==> src/rtl/alu_core.sv <==
// RV32I integer ALU plus branch comparator.
// Result word and branch flag are both registered, one cycle of latency.
module alu_core (
    input  logic        clk,
    input  logic        rts,
    input  logic [3:0]  op,
    input  logic [31:0] a,
    input  logic [31:0] b,
    output logic [31:0] out,
    output logic        cmp
);

    logic [4:0]  shamt;
    logic        alt;
    logic        eq;
    logic        lt_s;
    logic        lt_u;
    logic [31:0] sum;
    logic [31:0] diff;
    logic [31:0] sll_r;
    logic [31:0] srl_r;
    logic [31:0] sra_r;
    logic [31:0] res_d;
    logic        cmp_d;

    assign shamt = b[4:0];
    assign alt   = op[3];
    assign eq    = (a == b);
    assign lt_s  = ($signed(a) < $signed(b));
    assign lt_u  = (a < b);
    assign sum   = a + b;
    assign diff  = a - b;
    assign sll_r = a << shamt;
    assign srl_r = a >> shamt;
    assign sra_r = $unsigned($signed(a) >>> shamt);

    always_comb begin
        res_d = '0;
        case (op[2:0])
            3'd0: res_d = alt ? diff : sum;
            3'd1: res_d = sll_r;
            3'd2: res_d = {31'd0, lt_s};
            3'd3: res_d = {31'd0, lt_u};
            3'd4: res_d = a ^ b;
            3'd5: res_d = alt ? sra_r : srl_r;
            3'd6: res_d = a | b;
            3'd7: res_d = a & b;
            default: res_d = '0;
        endcase
    end

    // Branch conditions follow funct3 only; codes 2 and 3 have no branch.
    always_comb begin
        cmp_d = 1'b0;
        case (op[2:0])
            3'd0: cmp_d = eq;
            3'd1: cmp_d = !eq;
            3'd4: cmp_d = lt_s;
            3'd5: cmp_d = !lt_s;
            3'd6: cmp_d = lt_u;
            3'd7: cmp_d = !lt_u;
            default: cmp_d = 1'b0;
        endcase
    end

    always_ff @(posedge clk) begin
        if (rts) begin
            out <= '0;
            cmp <= 1'b0;
        end else begin
            out <= res_d;
            cmp <= cmp_d;
        end
    end

endmodule

==> config.mk <==
export PLATFORM = sky130hd
export DESIGN_NAME = alu_core
export DESIGN_NICKNAME = d
export VERILOG_FILES = /design/src/rtl/alu_core.sv
export SDC_FILE = /design/constraint.sdc
export NUM_CORES = 1
export LEC_CHECK = 0
export BUFFER_PORTS_ARGS = -buffer_cell sky130_fd_sc_hd__buf_2
export CORE_MARGIN = 4
export CORE_UTILIZATION = 55
export CTS_CLUSTER_DIAMETER = 100
export CTS_CLUSTER_SIZE = 10
export DETAILED_ROUTE_END_ITERATION = 8
export GPL_TIMING_DRIVEN = 0
export PLACE_DENSITY_LB_ADDON = 0.08
export SETUP_SLACK_MARGIN = 0.4
export SLEW_MARGIN = 20
export SYNTH_ARGS = -nofsm -noshare
export SYNTH_HDL_FRONTEND = slang
export SYNTH_SLANG_ARGS = --single-unit
==> constraint.sdc <==
create_clock -name clk -period 5 [get_ports clk]
set_input_delay 0.25 -clock clk [delete_from_list [all_inputs] [get_ports clk]]
set_output_delay 0.25 -clock clk [all_outputs]
set_load 0.005 [all_outputs]
After elaboration in Yosys (flattened, before gate mapping)
Index checks and enable logic that the tools add are counted.
{"block": "op_classes", "add_sub_neg": 2, "n_lt_le_gt_ge": 2, "n_eq_ne": 8, "shifts": 3, "mux": 4, "bitwise": 3, "n_reduce_logical": 4}
{"operator": "case mux 32 bit (8 select lines)", "count": 1}
{"operator": "< comparator 32 bit", "count": 2}
{"operator": "two-way mux 32 bit", "count": 2}
{"operator": "adder 32 bit", "count": 1}
{"operator": "bitwise AND 32 bit", "count": 1}
{"operator": "== test 32 bit", "count": 1}
{"operator": "bitwise OR 32 bit", "count": 1}
{"operator": "<< shifter 32 x 5 -> 32 bit", "count": 1}
{"operator": "right shift 32 x 5 -> 32 bit", "count": 1}
{"operator": ">>> shifter 32 x 5 -> 32 bit", "count": 1}
{"operator": "subtractor 32 bit", "count": 1}
{"operator": "XOR 32 bit", "count": 1}
{"operator": "== test 3 bit (second input constant)", "count": 4}
{"operator": "== test 3 x 2 -> 1 bit (second input constant)", "count": 2}
{"operator": "case mux 1 bit (6 select lines)", "count": 1}
{"operator": "== test 3 x 1 -> 1 bit (second input constant)", "count": 1}
{"operator": "zero test 1 bit", "count": 3}
{"operator": "zero test 3 bit", "count": 1}
{"block": "word_totals", "register_bits": 33, "wordCells": 28}

Longest topological paths before layout
{"block": "logic_depth", "word_depth": 3, "depth_mapped": 15, "ltp_nobuf": 12}

Least setup slack after synthesis
Ideal clock, no wire load.
{"block": "synth_timing", "path_type": "input to register", "startpoint": "input port b[4]", "endpoint": "register cmp", "setup_ns": 0.117, "t_arrival_ns": 3.309, "t_required_ns": 4.883, "setup_slack_ns": 1.573, "stages": 15, "path_buffers": 4, "path_cell_list": "clkbuf_1 clkinv_1 clkbuf_1 clkbuf_1 ha_1 buf_6 nor2_2 a2111oi_2 o31a_1 o2111ai_2 and3_1 o21ai_1 o211ai_2 xnor2_1 a32o_1"}
{"block": "synth_via", "elab_chain_cells": 3}
{"element": "from (decl)", "line_no": "8", "text": "input logic [31:0] b,"}
{"element": "< comparator 32 bit (tied with other cells)", "line_no": "30", "text": "assign lt_u = (a < b);"}
{"element": "zero test 1 bit, on equally long branches", "line_no": "61, 57, 59"}
{"element": "case mux 1 bit (6 select lines) *", "line_no": "55", "text": "case (op[2:0])"}
{"element": "to (signal assigned)", "line_no": "72", "text": "cmp <= cmp_d;"}
{"element": "to (decl)", "line_no": "10", "text": "output logic cmp"}
Every way passes the cells marked *; elsewhere a longest branch is shown, timed or not.
A chain may end at the register's enable or synchronous reset.

Final worst setup path
{"block": "layout_timing", "startpoint": "input port b[4]", "endpoint": "register out[29]"}
{"block": "layout_via", "elab_chain_cells": 3}
{"element": "adder 32 bit (tied with other cells)", "line_no": "31", "text": "assign sum = a + b;"}
{"element": "two-way mux 32 bit, on equally long branches", "line_no": "40, 45"}
{"element": "case mux 32 bit (8 select lines) *", "line_no": "39", "text": "case (op[2:0])"}
{"element": "to (signal assigned)", "line_no": "71", "text": "out <= res_d;"}
{"element": "to (decl)", "line_no": "9", "text": "output logic [31:0] out,"}
Marks and branches as above.

==> results.cfg <==
[timing]
finalSetupViolCount = 0
maxSlewHeadroom = 0.2497
hold_viol = 0
period_needed_ns = 4.514
worst_pin_slew_ns = 1.115
fmax_mhz = 221.5
period_share = 0.9028
rsz0062_at_grt = false
slew_violations = 0

[global_route]
grt_pass1_vias = 11342
grt_max_degree = 12
track_usage = 0.4682
grt_pass1_wl_mm = 70.89
antenna_found_initial = 3
grt_remaining_overflow = 0

[setup_path]
cp-startpoint = b[4]
crit_fanout = 11
critPathMaxStageDelay_ns = 0.53
path_depth = 16
critPathKind = in -> reg
crit_family = buffers and inverters
crit_end = out[29]
crit_path_cell_trace = buf_2 > clkbuf_2 > clkinv_2 > clkbuf_1 > clkbuf_1 > ha_1 > buf_6 > nor2_2 > o211ai_1 > a211oi_2 > a2111oi_4 > nor3_2 > nor2_2 > o41ai_1 > o22ai_1 > or3_1
critPathRequiredTime_ns = 5.16
slowest_stage = clkbuf_1
start_kind = input pin
endpoint_kind = flop
worst-path-buf-inv = 6
worst-endpoint-arrival_ns = 4.68

[power]
finalPower_mw = 1.926
p_per_area_nw_per_um2 = 180.5
p_seq_frac = 0.151
switchingPower_mw = 1.010
combPwrFrac = 0.670
clock_power_share = 0.179
switching_share = 0.5242
ir_worst_vdd_uv = 165.1
p_leak_nw = 4.663
intPower_mw = 0.9163

[route]
drtPass1Iterations = 7
drcViolationCount = 0
wl_per_cell_um = 29.15
final_antenna_net_count = 0
drt_iter0_drc = 2111
routed_wl_mm = 48.45
vias = 12366
vias_per_cell = 7.440

[final_layout]
fin_nets = 1605
final_common_cell = nor2_1
final_layout_size_suffix_gt1_frac = 0.1677
syn2layout_area_growth_pct = 9.828
utilization = 0.6168
mostFrequentLayoutCells = nor2_1, buf_2, a21oi_1
n_antenna_cell = 0

[synth]
synth_area_leaders = ha_1, mux4_2, dfxtp_1
synth.largest_area_cell = ha_1
ys_types = 87
synth_area_um2 = 9714
synthesis.instances = 1327
yosysWarnings = 0
async_reset_ff_frac = 0
ys_seq_area_frac = 0.06801
synthFlopType = dfxtp_1
postSynthAreaPerCell_um2 = 7.321
synth_top_area_frac = 0.1249
yosys_register_bits = 33
synth_enable_flop_cells = 0
syn_nets = 1496

[clocking]
cts_setup_buffers = 0
cts_buffers = 5
cts_tree = done
post_cts_resized = 1
ctsLongestPathBuffers = 2
hold_buffers = 0
cts_max_level = 2
clk_pin_slew_ns = 0.07
cts.sinks = 33
root_buffer = clkbuf_16

[placement]
gp_congestion = 1.125
dp_hpwl_mm = 38.40
port_buffers = 102

[floorplan]
start_util = 0.5616
die-area_um2 = 19850
die_x_um = 140.9
die_h_um = 140.9
rows = 48
core_um2 = 17300
pin_count = 103

[run_status]
status = complete, no violations

[flow_run]
cap_violations = 0

[worst_hold_path]
hp-class = in -> reg
-- tightest hold or removal path, cell delays in order --
cell and delay [ns]:
buf_2 0.13, clkinv_1 0.18, a41o_1 0.23
-- metal layers --
metal,GRT usage,vias up,part of all wire
met2,0.6678,1286,0.40
met3,0.1716,246,0.17
li1,-,5146,-
met5,0.05013,-,0.0036
met4,0.2193,11,0.065
met1,0.6231,5677,0.36
-- worst min-delay path by stage --
stage                  from  endpoint  slack [ns]  cells after the start
floorplan               rts   out[17]        0.53                      2
global placement    out[31]   out[31]        0.63                      1
detailed placement  out[31]   out[31]        0.63                      1
CTS                     rts   out[17]        0.50                      3
global route            rts    out[9]        0.53                      3
finish                  rts   out[17]        0.55                      3
-- state kept, by name (all words and copies together) (netlist names) --
register / cells
cmp: 1
out: 32
-- cell usage after synthesis, types with 8 or more instances --
cell type / instances
buf_2: 20
a211oi_1: 18
dfxtp_1: 33
nand4_1: 8
a221oi_1: 13
mux4_2: 51
clkbuf_1: 56
xnor2_1: 23
inv_1: 102
a21oi_1: 119
o211ai_1: 25
mux2i_1: 53
nand3_1: 20
o22ai_1: 28
nand2_1: 108
ha_1: 97
or3_1: 10
a31oi_1: 19
buf_1: 9
o21ai_0: 95
nor4_1: 9
o21bai_1: 15
nor3_1: 33
a22o_1: 30
nor2b_1: 12
o21ai_1: 8
nor2_1: 136
a21o_1: 12
buf_6: 8
-- through the flow --
step | instances | TNS [ns] | setup slack, ns | hold slack (ns) | area [um2]
after floorplan | 1327 | 0 | 1.573 | 0.5316 | 9714
after global placement | 1654 | -0.09863 | -0.07832 | 0.6257 | 10510
after detailed placement | 1654 | -0.007045 | -0.007045 | 0.6273 | 10510
after CTS | 1662 | 0 | 0.4440 | 0.5014 | 10650
after global routing | 1662 | 0 | 0.4762 | 0.5347 | 10670
final | 1662 | 0 | 0.4858 | 0.5471 | 10670
-- area by class of cell --
cell class / instances / area (um2)
inverters: 111 / 417.9
well taps: 225 / 281.5
fillers: 1638 / 6628
clock buffers: 5 / 125.1
clock inverters: 3 / 17.52
flip-flops and latches: 33 / 660.6
plain buffers: 105 / 563.0
multi-input cells: 1078 / 8093
repair buffers: 102 / 510.5
-- power by group through the flow --
| stage | clock [mW] | sequential (mW) | combinational (mW) |
|---|---|---|---|
| 2_1_floorplan | 0 | 0.301 | 0.779 |
| 3_3_place_gp | 0 | 0.296 | 1.20 |
| 3_5_place_dp | 0 | 0.297 | 1.21 |
| 4_1_cts | 0.328 | 0.292 | 1.21 |
| 5_1_grt | 0.341 | 0.293 | 1.34 |
| 6_report | 0.344 | 0.291 | 1.29 |
-- kinds of logic after synthesis --
logic type,synth area share
buf+inv,0.1007
compound gates,0.3272
simple gates,0.1700
flops,0.06801
mux,0.1798
xor+xnor,0.02524
fa+ha+maj,0.1291
No activity file was read; power rests on OpenSTA's default activity.
